`src/rtl/fetch_pipe_ctrl_if.sv`:
```
// Handshake bundle between the fetch sequencing controller and the pipeline.
// The pipeline raises event levels/pulses; the controller answers with
// stall, flush, clear and PC-enable controls in the same cycle.
interface fetch_pipe_ctrl_if;
  logic       icache_miss;
  logic       dcache_miss;
  logic       load_use;
  logic       branch_taken;
  logic       jalr_taken;
  logic       wfi_id;
  logic       irq_pending;
  logic       address_rst;
  logic       Istall;
  logic       Dstall;
  logic       wfi_stall;
  logic       lu_stall;
  logic       flush;
  logic       flush_jalr;
  logic       pc_en;
  logic [1:0] ctrl_state;

  // Controller side: consumes events, drives pipeline controls.
  modport master (
    input  icache_miss, dcache_miss, load_use, branch_taken, jalr_taken,
           wfi_id, irq_pending,
    output address_rst, Istall, Dstall, wfi_stall, lu_stall, flush,
           flush_jalr, pc_en, ctrl_state
  );

  // Pipeline side: produces events, obeys controls.
  modport slave (
    output icache_miss, dcache_miss, load_use, branch_taken, jalr_taken,
           wfi_id, irq_pending,
    input  address_rst, Istall, Dstall, wfi_stall, lu_stall, flush,
           flush_jalr, pc_en, ctrl_state
  );
endinterface

```
`src/rtl/fetch_pipe_ctrl.sv`:
```
// Sequencing controller for the PC and IF/ID registers. Holds the PC in
// reset for RST_HOLD cycles, turns cache misses, load-use hazards and WFI
// into stalls, and remembers redirects that land during a stall so their
// flush is emitted on the first unstalled cycle.
module fetch_pipe_ctrl #(
  parameter int unsigned RST_HOLD = 2
) (
  input  logic clk,
  input  logic rst,
  fetch_pipe_ctrl_if.master bus
);

  typedef enum logic [1:0] {
    BOOT = 2'd0,
    RUN  = 2'd1,
    WFI  = 2'd2,
    WAKE = 2'd3
  } state_t;

  state_t     state;
  logic [3:0] boot_cnt;
  logic       pend_br;
  logic       pend_jalr;

  logic active;
  logic istall;
  logic dstall;
  logic wfi_s;
  logic stall;
  logic fl;
  logic flj;
  logic lu;
  logic pce;
  logic go_wfi;

  // Control decode: everything is a function of registered state and the
  // current event inputs; BOOT forces all controls off.
  always_comb begin
    active = (state != BOOT);
    istall = active & bus.icache_miss;
    dstall = active & bus.dcache_miss;
    wfi_s  = (state == WFI);
    stall  = istall | dstall | wfi_s;
    fl     = active & ~stall & (bus.branch_taken | pend_br);
    flj    = active & ~stall & (bus.jalr_taken | pend_jalr);
    // A flush kills the dependent instruction, so no bubble is needed.
    lu     = active & bus.load_use & ~stall & ~fl & ~flj;
    pce    = ((state == RUN) | (state == WAKE)) & ~stall & ~lu;
    // WFI with an interrupt already pending retires as a NOP.
    go_wfi = (state == RUN) & bus.wfi_id & ~stall & ~lu & ~fl & ~flj
             & ~bus.irq_pending;
  end

  assign bus.address_rst = ~active;
  assign bus.Istall      = istall;
  assign bus.Dstall      = dstall;
  assign bus.wfi_stall   = wfi_s;
  assign bus.lu_stall    = lu;
  assign bus.flush       = fl;
  assign bus.flush_jalr  = flj;
  assign bus.pc_en       = pce;
  assign bus.ctrl_state  = state;

  // State, boot counter and redirect-pending latches.
  always_ff @(posedge clk or negedge rst) begin
    if (!rst) begin
      state     <= BOOT;
      boot_cnt  <= 4'(RST_HOLD);
      pend_br   <= 1'b0;
      pend_jalr <= 1'b0;
    end else begin
      case (state)
        BOOT: begin
          if (boot_cnt <= 4'd1) state <= RUN;
          else                  boot_cnt <= boot_cnt - 4'd1;
        end
        RUN:  if (go_wfi) state <= WFI;
        WFI:  if (bus.irq_pending) state <= WAKE;
        WAKE: state <= RUN;
        default: state <= BOOT;
      endcase

      // One flush per latch: a repeat pulse while set is absorbed, and the
      // latch drops on the cycle its flush goes out.
      if (active) begin
        if (fl)                              pend_br <= 1'b0;
        else if (bus.branch_taken && stall)  pend_br <= 1'b1;
        if (flj)                             pend_jalr <= 1'b0;
        else if (bus.jalr_taken && stall)    pend_jalr <= 1'b1;
      end
    end
  end

endmodule

```
`src/flat_wrapper.sv`:
```
// flat-port wrapper written by rule: the top's interface ports become plain ports
module fetch_pipe_ctrl_flat 
#(
  parameter int unsigned RST_HOLD = 2
)
  (clk, rst, bus_icache_miss, bus_dcache_miss, bus_load_use, bus_branch_taken, bus_jalr_taken, bus_wfi_id, bus_irq_pending, bus_address_rst, bus_Istall, bus_Dstall, bus_wfi_stall, bus_lu_stall, bus_flush, bus_flush_jalr, bus_pc_en, bus_ctrl_state);
  fetch_pipe_ctrl_if bus_i ();
  input  logic clk;
  input  logic rst;
  input wire logic [$bits(bus_i.icache_miss)-1:0] bus_icache_miss;
  input wire logic [$bits(bus_i.dcache_miss)-1:0] bus_dcache_miss;
  input wire logic [$bits(bus_i.load_use)-1:0] bus_load_use;
  input wire logic [$bits(bus_i.branch_taken)-1:0] bus_branch_taken;
  input wire logic [$bits(bus_i.jalr_taken)-1:0] bus_jalr_taken;
  input wire logic [$bits(bus_i.wfi_id)-1:0] bus_wfi_id;
  input wire logic [$bits(bus_i.irq_pending)-1:0] bus_irq_pending;
  output wire logic [$bits(bus_i.address_rst)-1:0] bus_address_rst;
  output wire logic [$bits(bus_i.Istall)-1:0] bus_Istall;
  output wire logic [$bits(bus_i.Dstall)-1:0] bus_Dstall;
  output wire logic [$bits(bus_i.wfi_stall)-1:0] bus_wfi_stall;
  output wire logic [$bits(bus_i.lu_stall)-1:0] bus_lu_stall;
  output wire logic [$bits(bus_i.flush)-1:0] bus_flush;
  output wire logic [$bits(bus_i.flush_jalr)-1:0] bus_flush_jalr;
  output wire logic [$bits(bus_i.pc_en)-1:0] bus_pc_en;
  output wire logic [$bits(bus_i.ctrl_state)-1:0] bus_ctrl_state;
  assign bus_i.icache_miss = bus_icache_miss;
  assign bus_i.dcache_miss = bus_dcache_miss;
  assign bus_i.load_use = bus_load_use;
  assign bus_i.branch_taken = bus_branch_taken;
  assign bus_i.jalr_taken = bus_jalr_taken;
  assign bus_i.wfi_id = bus_wfi_id;
  assign bus_i.irq_pending = bus_irq_pending;
  assign bus_address_rst = bus_i.address_rst;
  assign bus_Istall = bus_i.Istall;
  assign bus_Dstall = bus_i.Dstall;
  assign bus_wfi_stall = bus_i.wfi_stall;
  assign bus_lu_stall = bus_i.lu_stall;
  assign bus_flush = bus_i.flush;
  assign bus_flush_jalr = bus_i.flush_jalr;
  assign bus_pc_en = bus_i.pc_en;
  assign bus_ctrl_state = bus_i.ctrl_state;
  fetch_pipe_ctrl #(.RST_HOLD(RST_HOLD)) u_core (.clk(clk), .rst(rst), .bus(bus_i));
endmodule
```
`config.mk`:
```
export PLATFORM = sky130hd
export DESIGN_NAME = fetch_pipe_ctrl_flat
export DESIGN_NICKNAME = d
export VERILOG_FILES = /design/src/rtl/fetch_pipe_ctrl_if.sv /design/src/rtl/fetch_pipe_ctrl.sv /design/src/flat_wrapper.sv
export SDC_FILE = /design/constraint.sdc
export NUM_CORES = 1
export LEC_CHECK = 0
export BUFFER_PORTS_ARGS = -buffer_cell sky130_fd_sc_hd__buf_4
export CAP_MARGIN = 10
export CORE_AREA = 2 2 39 41
export DETAILED_ROUTE_END_ITERATION = 7
export DIE_AREA = 0 0 41 43
export MAX_ROUTING_LAYER = met4
export PLACE_DENSITY = 0.75
export SYNTH_ARGS = -nofsm -noshare
export SYNTH_HDL_FRONTEND = slang
export SYNTH_SLANG_ARGS = --single-unit
```
`constraint.sdc`:
```
create_clock -name clk -period 2.04 [get_ports clk]
set_clock_uncertainty 0.05 [all_clocks]
set_input_delay 0.102 -clock clk [delete_from_list [all_inputs] [get_ports clk]]
set_output_delay 0.102 -clock clk [all_outputs]
set_load 0.02 [all_outputs]
```
# --- After elaboration in Yosys (flattened, before gate mapping) ---
# Index checks and enable logic that the tools add are counted.
# Widths: inputs -> output; s select.
op_classes:
  add_sub_neg: 1
  n_mul: 0
  n_div: 0
  n_lt_le_gt_ge: 1
  eq_ne: 6
  n_shift: 0
  n_mux: 8
  bitwise_logic: 29
  n_reduce_logical: 10
ops:
  columns: ["operator", "n"]
  rows:
  - ["$and 1x1->1", 17]
  - ["$pmux 2 s4", 1]
  - ["$not 1->1", 7]
  - ["$mux 2", 3]
  - ["$reduce_and 2->1", 3]
  - ["$reduce_bool 2->1", 3]
  - ["$or 1x1->1", 5]
  - ["$eq 2x2->1 const B", 2]
  - ["$le 4x1->1 const B", 1]
  - ["$mux 1", 4]
  - ["$ne 2x1->1 const B", 2]
  - ["$sub 4x1->4 const B", 1]
  - ["$reduce_and 3->1", 1]
  - ["$eq 2x1->1 const B", 1]
  - ["$logic_and 1x1->1", 2]
  - ["$logic_not 2->1", 1]
  - ["$ne 2x2->1 const B", 1]
word_totals:
  register_bits: 8
  latch_bits: 0
  ram_bits: 0
  rom_bits: 0
  output_inout_bits: 10
  word_cells: 59
  mem_count: 0

# --- Logic depth before layout (Yosys ltp) ---
# Gate-level depths: netlist of run 1.
logic_depth:
  depth_word: 17
  mapped_depth: 7
  depth_no_buf: 7

# --- Worst setup path before layout of run 1 ---
# OpenSTA, ideal clock, no wires.
synth_path:
  kind: "reg-to-output"
  start: "register u_core.state[0] (netlist: u_core.bus.ctrl_state[0])"
  end: "output bus_pc_en"
  t_arrival_ps: 2145
  path_slack_ps: -257
  stages_incl_launch_ff: 6
  path_buffers: 0
  cell_sequence: "dfrtp_1 inv_1 ha_1 nor4_4 and3_1 nor4_1"
synth_between:
  elab_chain_cells: 12
  word_cells_on_any_way: 22
  classes_between: "3 x eq/ne; 18 x bitwise; 1 x reduce/logical"
synth_rtl:
  columns: ["item", "line", "source"]
  rows:
  - ["start, declared", "fetch_pipe_ctrl.sv:20", "state_t state;"]
  - ["start signal, assigned", "fetch_pipe_ctrl.sv:67", "state <= BOOT;"]
  - ["start signal, assigned", "fetch_pipe_ctrl.sv:74", "if (boot_cnt <= 4'd1) state <= RUN;"]
  - ["start signal, assigned", "fetch_pipe_ctrl.sv:77", "RUN: if (go_wfi) state <= WFI;"]
  - ["$reduce_bool 2->1", "fetch_pipe_ctrl.sv:39", "active = (state != BOOT);"]
  - ["$and 1x1->1 (on tied branches)", "fetch_pipe_ctrl.sv:40, fetch_pipe_ctrl.sv:41", null]
  - ["$or 1x1->1 (2 in series)", "fetch_pipe_ctrl.sv:43", "stall = istall | dstall | wfi_s;"]
  - ["$not 1->1", "fetch_pipe_ctrl.sv:44, fetch_pipe_ctrl.sv:45, fetch_pipe_ctrl.sv:47", null]
  - ["$and 1x1->1", "fetch_pipe_ctrl.sv:44, fetch_pipe_ctrl.sv:45", null]
  - ["$and 1x1->1", "fetch_pipe_ctrl.sv:44", "fl = active & ~stall & (bus.branch_taken | pend_br);"]
  - ["$not 1->1", "fetch_pipe_ctrl.sv:47", "lu = active & bus.load_use & ~stall & ~fl & ~flj;"]
  - ["$and 1x1->1", "fetch_pipe_ctrl.sv:47", null]
  - ["$and 1x1->1 (*)", "fetch_pipe_ctrl.sv:47", null]
  - ["net bus_lu_stall", "flat_wrapper.sv:21", "output wire logic [$bits(bus_i.lu_stall)-1:0] bus_lu_stall;"]
  - ["$not 1->1 (*)", "fetch_pipe_ctrl.sv:48", "pce = ((state == RUN) | (state == WAKE)) & ~stall & ~lu;"]
  - ["$and 1x1->1 (*)", "fetch_pipe_ctrl.sv:48", null]
  - ["end, declared", "flat_wrapper.sv:24", "output wire logic [$bits(bus_i.pc_en)-1:0] bus_pc_en;"]
# Mark *: on every way through the listed nets, which the timed path passes. The rest lies on a longest branch.

# --- Worst setup path in the final report of run 1 ---
layout_path:
  start: "register u_core.state[1] (netlist: u_core.bus.ctrl_state[1])"
  end: "output bus_pc_en"
layout_between:
  elab_chain_cells: 12
  word_cells_on_any_way: 22
  classes_between: "3 x eq/ne; 18 x bitwise; 1 x reduce/logical"
layout_rtl:
  columns: ["item", "line"]
  rows:
  - ["$reduce_bool 2->1", "fetch_pipe_ctrl.sv:39"]
  - ["$and 1x1->1 (on tied branches)", "fetch_pipe_ctrl.sv:40, fetch_pipe_ctrl.sv:41"]
  - ["$or 1x1->1 (2 in series)", "fetch_pipe_ctrl.sv:43"]
  - ["$not 1->1", null]
  - ["$and 1x1->1", "fetch_pipe_ctrl.sv:44, fetch_pipe_ctrl.sv:45"]
  - ["$and 1x1->1", "fetch_pipe_ctrl.sv:44"]
  - ["$not 1->1", "fetch_pipe_ctrl.sv:47"]
  - ["$and 1x1->1 (2 in series)", "fetch_pipe_ctrl.sv:47"]
  - ["$not 1->1", "fetch_pipe_ctrl.sv:48"]
  - ["$and 1x1->1 (*)", "fetch_pipe_ctrl.sv:48"]
# Mark *: on every way between the ends. The rest lies on a longest branch, timed or not.

==> metrics.sh, run 1 <==
CELLPOWERDENSITY_nW_PER_UM2=782.3
AGGREGATE_ROUTED_WIRE_LENGTH_MICRONS=1095
DRT_PASS1_ITERATIONS=1
FLOORPLAN.ROWS=14
TIMING_WORST_SLEW_PIN_VALUE_NS=0.3484
MIN-DELAY-PATH-CLASS='in -> reg'
SYNTHARSTFLOPSHARE_PCT=100.0
CTS_NUM_SINKS=8
GR-USAGE-ALL-LAYERS_PCT=14.18
DRT-VIAS-PER-INSTANCE=4.959
SYNTH_SEQUENTIAL_AREA_RATIO_PCT=37.79
REPORT.FINAL.SETUP_VIOL=0
DPL_CELL_AREA_SQ_UM=704.4
CTS_TREE='built'
DETAIL_ROUTE.WL_PER_CELL_MICRONS=11.17
GRT_FIRST_PASS_WIRELENGTH_MICRONS=1662
ANT_NETS=0
MAXCLOCKFREQUENCY_GHz=0.5167
PLACEMENT.SETUP.WORST_SLACK_NS=0.1947
POST-ROUTE-CELL-AREA_SQ_UM=787.0
POST-ROUTE-MIN-PERIOD_NS=1.936
H-TREE-DEPTH=1
SYNTH_AREA_SQ_UM=533.0
RESULT_OF_THE_RUN='finished clean'
TIMING.FINAL.WS_SETUP_NS=0.1045
CRIT_FANOUT=5
HOLD_SLACK_NS=0.08214
DRT_DRC_VIOLATIONS_LEFT=0
INITIAL_CORE_UTIL_PCT=38.52
PIN_COUNT_OF_THE_BIGGEST_NET_ENTERING_GLOBAL_ROUTING=9
FINALNETCOUNT=98
SYNTH.LIB_CELLS_USED.DISTINCT=21
WORSTSETUPENDPOINTTYPE='output port'
POST_ROUTE_CELLS_DRIVE_ABOVE_1_SHARE_PCT=41.46
DIE_AREA_SQ_UM=1763
DIE-HEIGHT_MICRONS=43
GP_ROUTABILITY_CONGESTION=0.6787
SYNTH.FF_LATCH_COUNT=8
TRITONCTS.NUM_BUFFERS=3
LEAKAGE_nW=0.3923
PERIOD_SHARE_PCT=94.88
YS.FLOP_TYPE='dfrtp_1'
AREA_OF_THE_CORE_SQ_UM=1384
GLOBALROUTE.TOTALOVERFLOW=0
CTSROOTBUFFERMASTER='clkbuf_4'
MAXCAPVIOLATIONS=0
FIN_TNS_SETUP_NS=0
POST_SYNTH_INST_COUNT=55
ANTENNA_VIOLATIONS_BEFORE_REPAIR=0
WORST_SKEW_PAIR.LATE_LATENCY_NS=0.25
DRV_SLEW=0
NUM_ANTENNA_CELLS=0
MAX-VDD-IR-DROP_uV=417.3
CLKSLEWWORSTSETUPHOLDPATHS_NS=0.05
WORSTSETUPSTARTPOINTTYPE='register'
YS_WARN_COUNT=0
FINAL_HPWL_DP_MICRONS=875
PLACEMENT.IO_BUFFERS=18
RSZ0062_AT_GRT='no'
DPL.CELL_COUNT=90
SLEW_HEADROOM_PCT=76.56
SETUP.WORST_PATH.CLASS='reg -> out'
WORST_EP_REQUIRED_TIME_NS=1.89
SYN_TO_FINAL_GROWTH_PCT=47.65
HOLD_VIOL=0
CTSLONGESTPATHBUFFERS=2
IO-PIN-COUNT=19
LAYOUTNONFILLERINSTCOUNT=98
ROUTE.VIAS.TOTAL=486
DRT_ITER0_DRC=0
VIA_COUNT_OF_THE_FIRST_GLOBAL_ROUTING_PASS=435
WORST_EP_ARRIVAL_TIME_NS=1.78
DIE_W_MICRONS=41
SYN_AVG_CELL_AREA_SQ_UM=9.691
SYNTH_EDF_COUNT=0
SYN-NUM-NETS=70
FILLERS=119
-- cell families (layout without fill, tap and decap cells) --
kind of cell	Yosys count	in the layout	synth area share, %
buffers and inverters	7	34	4.930
and+or+nand+nor	22	22	23.95
AOI/OAI and AO/OA	8	8	11.50
DFF	8	8	37.79
muxes	1	1	2.816
xor gates and xnor gates	3	3	4.930
adders and majority gates	6	6	14.08
-- worst paths after layout --
kind | slack [ns] | cells after the start | start | to
setup reg to reg | 0.22 | 7 | u_core.boot_cnt[0]$_DFFE_PN0P_ | u_core.bus.ctrl_state[1]$_DFFE_PN0P_
setup / recovery | 0.10 | 7 | u_core.bus.ctrl_state[1]$_DFFE_PN0P_ | bus_pc_en
hold / removal | 0.08 | 3 | bus_jalr_taken | u_core.pend_jalr$_DFFE_PN0P_
max in group asynchronous | 1.57 | 2 | rst | u_core.boot_cnt[1]$_DFFE_PN1P_
hold reg to reg | 0.45 | 2 | u_core.boot_cnt[1]$_DFFE_PN1P_ | u_core.boot_cnt[1]$_DFFE_PN1P_
min in group asynchronous | 0.16 | 2 | rst | u_core.pend_br$_DFFE_PN0P_
-- registers in the layout, summed over array words and instances (netlist names) --
signal	flops
u_core.bus.ctrl_state	2
u_core.boot_cnt	4
u_core.pend_jalr	1
u_core.pend_br	1
-- per-layer routing --
layer / up-vias / track usage (%) / share of wire, %
li1: 242 / - / -
met3: 0 / 4.712 / 7.9
met2: 17 / 26.88 / 53
met1: 227 / 12.75 / 39
met5: - / - / 0
met4: 0 / 2.000 / 0
-- synthesized netlist by cell type (2+ instances only) --
master / n / share of area [%]
dfrtp_1: 7 / 33
nor2b_1: 2 / 2.3
nand2_1: 5 / 3.5
a21oi_1: 3 / 2.8
nor4_1: 3 / 3.5
xor2_1: 2 / 3.3
nor2_1: 7 / 4.9
inv_1: 7 / 4.9
ha_1: 6 / 14
o21a_1: 2 / 2.8
-- power by group --
part | internal (mW) | leakage (nW) | switching [mW] | total (mW)
clock | 0.0748 | 0.0150 | 0.0538 | 0.129
combinational | 0.139 | 0.283 | 0.141 | 0.279
sequential | 0.182 | 0.0941 | 0.0260 | 0.208
-- stage by stage --
stage,total power [mW],utilization [%]
final,0.6156,56.87
after global placement,0.4538,50.90
after CTS,0.6157,55.70
after global routing,0.6621,56.87
after detailed placement,0.4587,50.90
after floorplan,0.3648,-
-- timing repair --
| item | 4_1_cts | 5_1_grt |
|---|---|---|
| pin swaps | 0 | 1 |
| buffers inserted | 1 | 2 |
| setup endpoints to repair | 1 | 2 |
| endpoints found under the hold margin | 8 | 0 |
| hold buffers | 1 | 0 |
| resized for setup | 3 | 2 |
-- placed cells by master, fill, tap and decap left out, drive strengths merged --
master       count
xnor2            1
dlygate4sd3      1
nand2            5
clkbuf           4
inv              7
o31ai            1
ha               6
dfrtp            7
nor3b            1
and3             1
o21a             2
nor2             7
nor4             4
xor2             2
nor2b            2
dfstp            1
o21ai            2
a21oi            3
nand4b           1
buf             22
mux2             1
or4              1
-- layout make-up --
class	instances	area, sq um	area share (%)
tap	16	20.02	2.544
multi-input combinational	40	336.6	42.77
clock buffer	4	26.28	3.339
sequential	8	202.7	25.76
timing repair buffer	23	175.2	22.26
inverter	7	26.28	3.339
-- worst max-delay path, stage by stage, from the launching register on --
cell	delay, ns
dfrtp_2	0.41
inv_1	0.10
ha_4	0.19
nor4_4	0.27
buf_4	0.17
and3_1	0.19
nor4_2	0.06
buf_4	0.15
Power figures use the tool's default switching activity.
==> run 2, diff against run 1 <==
--- a/config.mk
+++ b/config.mk
@@ -7,11 +7,10 @@
 export LEC_CHECK = 0
 export BUFFER_PORTS_ARGS = -buffer_cell sky130_fd_sc_hd__buf_4
 export CAP_MARGIN = 10
-export CORE_AREA = 2 2 39 41
+export CORE_UTILIZATION = 35
 export DETAILED_ROUTE_END_ITERATION = 7
-export DIE_AREA = 0 0 41 43
 export MAX_ROUTING_LAYER = met4
-export PLACE_DENSITY = 0.75
+export PLACE_DENSITY = 0.68
 export SYNTH_ARGS = -nofsm -noshare
 export SYNTH_HDL_FRONTEND = slang
 export SYNTH_SLANG_ARGS = --single-unit
==> run 2 against run 1 <==
  * Worst setup slack got worse by 0.0077 ns
  * Wire length shrank 4.0%
  * Clock-buffer cell count stayed put
  * Maximum frequency shrank 0.39%
  * Sequential share of layout area increased by 0.16 points
  * Clock power hardly changed
  * Highest routed layer unchanged
  * Die area shrank 4.5%
  * Critical path type unchanged
==> metrics.sh, run 2 (same netlist as run 1, synthesis figures left out) <==
POST_ROUTE_CELLS_DRIVE_ABOVE_1_SHARE_PCT=42.68  # +1.2 points
NUM_ANTENNA_CELLS=0  # unchanged
LEAKAGE_nW=0.3931  # +0.21%
PERIOD_SHARE_PCT=95.25  # +0.38 points
TRITONCTS.NUM_BUFFERS=3  # unchanged
ROUTE.VIAS.TOTAL=475  # -2.3%
VIA_COUNT_OF_THE_FIRST_GLOBAL_ROUTING_PASS=450  # +3.4%
MAX-VDD-IR-DROP_uV=345.9  # -17%
REPORT.FINAL.SETUP_VIOL=0  # unchanged
GP_ROUTABILITY_CONGESTION=0.6507  # -4.1%
PLACEMENT.IO_BUFFERS=18  # unchanged
REG2REG_SLACK_NS=0.25  # +0.03 ns
H-TREE-DEPTH=1  # unchanged
FINAL_HPWL_DP_MICRONS=836.8  # -4.4%
DRT_ITER0_DRC=4  # +4
DRT_PASS1_ITERATIONS=4  # +3
GR-USAGE-ALL-LAYERS_PCT=16.20  # +2.0 points
CTSLONGESTPATHBUFFERS=2  # unchanged
FILLERS=135  # +13%
ANTENNA_VIOLATIONS_BEFORE_REPAIR=0  # unchanged
MAXCLOCKFREQUENCY_GHz=0.5146  # -0.39%
GLOBALROUTE.TOTALOVERFLOW=0  # unchanged
FINAL_CELL_MIX='22 x buf_4, 7 x nor2_1, 6 x inv_1'
MIN-DELAY-PATH-CLASS='in -> reg'
RESULT_OF_THE_RUN='finished clean'
DRT_DRC_VIOLATIONS_LEFT=0  # unchanged
DPL.CELL_COUNT=89  # -1.1%
SLEW_HEADROOM_PCT=76.00  # -0.56 points
REGISTERS.TOP_BY_FF_COUNT='u_core.boot_cnt'
MOST_COMMON_LIBRARY_CELL_IN_THE_LAYOUT_IGNORING_FILL_AND_TAPS='buf_4'
WORSTSETUPENDPOINTTYPE='output port'
HOLD_VIOL=0  # unchanged
ANT_NETS=0  # unchanged
FIN_UTIL_PCT=57.60  # +0.73 points
DRT-VIAS-PER-INSTANCE=4.897  # -1.3%
FINALNETCOUNT=98  # unchanged
AGGREGATE_ROUTED_WIRE_LENGTH_MICRONS=1051  # -4.0%
CELLPOWERDENSITY_nW_PER_UM2=775.1  # -0.91%
PIN_COUNT_OF_THE_BIGGEST_NET_ENTERING_GLOBAL_ROUTING=9  # unchanged
SETUP.WORST_PATH.CLASS='reg -> out'
CRIT_FANOUT=5  # unchanged
GRT_FIRST_PASS_WIRELENGTH_MICRONS=1711  # +2.9%
SYN_TO_FINAL_GROWTH_PCT=47.65  # unchanged
INITIAL_CORE_UTIL_PCT=39.01  # +0.49 points
POST-ROUTE-MIN-PERIOD_NS=1.943  # +0.007653 ns
AREA_OF_THE_CORE_SQ_UM=1366  # -1.3%
MAXCAPVIOLATIONS=0  # unchanged
CTS_NUM_SINKS=8  # unchanged
IO-PIN-COUNT=19  # unchanged
WORST_EP_ARRIVAL_TIME_NS=1.79  # about the same
DIE_W_MICRONS=41.03  # about the same
DIE-HEIGHT_MICRONS=41.03  # -4.6%
DPL_CELL_AREA_SQ_UM=703.2  # -0.18%
POST-ROUTE-CELL-AREA_SQ_UM=787.0  # unchanged
DIE_AREA_SQ_UM=1683  # -4.5%
FLOORPLAN.ROWS=13  # -1
CTS_TREE='built'
WORST_EP_REQUIRED_TIME_NS=1.89  # about the same
DRV_SLEW=0  # unchanged
LAYOUTNONFILLERINSTCOUNT=97  # -1.0%
LARGEST_REG_FLOPS=4  # unchanged
CTSROOTBUFFERMASTER='clkbuf_4'
WORST_SKEW_PAIR.LATE_LATENCY_NS=0.25  # about the same
TIMING_WORST_SLEW_PIN_VALUE_NS=0.3600  # +0.01166 ns
WORSTSETUPSTARTPOINTTYPE='register'
DETAIL_ROUTE.WL_PER_CELL_MICRONS=10.84  # -3.0%
FIN_TNS_SETUP_NS=0  # unchanged
CLKSLEWWORSTSETUPHOLDPATHS_NS=0.06  # about the same
run 2: cell types whose count changed in the layout (fill, tap and decap cells not counted):
cell     previous run  this run
dfrtp_2             1         2
dfrtp_1             6         5
run 2: layer usage:
metal  GRT usage (%)  part of all wire [%]  wire length [microns]
met1           16.11                    42                    441
met2           30.86                    51                    538
met3           1.630                   6.8                     71
met4           7.500                     0                      0
met5               -                     0                      0
run 2: final timing paths:
kind | cells past startpoint | endpoint | startpoint
worst min-delay path | 3 | u_core.pend_jalr$_DFFE_PN0P_ | bus_jalr_taken
max in group asynchronous | 2 | u_core.boot_cnt[1]$_DFFE_PN1P_ | rst
worst min register to register | 2 | u_core.boot_cnt[1]$_DFFE_PN1P_ | u_core.boot_cnt[1]$_DFFE_PN1P_
worst max register to register | 7 | u_core.bus.ctrl_state[1]$_DFFE_PN0P_ | u_core.boot_cnt[0]$_DFFE_PN0P_
min in group asynchronous | 2 | u_core.boot_cnt[2]$_DFFE_PN0P_ | rst
worst max-delay path | 7 | bus_pc_en | u_core.bus.ctrl_state[1]$_DFFE_PN0P_
run 2: what timing repair did:
| action | 4_1_cts | 5_1_grt |
|---|---|---|
| gates resized for setup | 2 | 4 |
| endpoints found under the hold margin | 8 | 0 |
| buffers inserted | 0 | 3 |
| hold buffers | 1 | 0 |
| setup endpoints to repair | 1 | 2 |
run 2: area by class of cell:
type	count	area, sq um	area share [%]
clock buffer	4	26.28	3.339
timing repair buffer	23	175.2	22.26
inverter	7	26.28	3.339
multi-input combinational	40	336.6	42.77
tap	15	18.77	2.385
sequential	8	203.9	25.91
run 2: where the power goes:
group | internal [mW] | switching [mW]
combinational | 0.136 | 0.135
clock | 0.0747 | 0.0522
sequential | 0.182 | 0.0295
total | 0.393 | 0.217
run 2: critical path, cell delays in order, from the launching register on:
cell	delay (ns)
dfrtp_2	0.42
inv_1	0.10
ha_4	0.18
nor4_4	0.26
buf_4	0.18
and3_1	0.19
nor4_2	0.06
buf_4	0.15
run 2: metrics by stage:
step | setup WS [ns] | hold slack, ns | power [mW]
global route | -0.002047 | 0.08792 | 0.6612
detailed placement | 0.2149 | -0.1233 | 0.4571
global placement | 0.2293 | -0.1237 | 0.4554
floorplan | 0.05566 | -0.2436 | 0.3648
CTS | 0.002446 | 0.05968 | 0.6028
finish | 0.09682 | 0.06383 | 0.6100
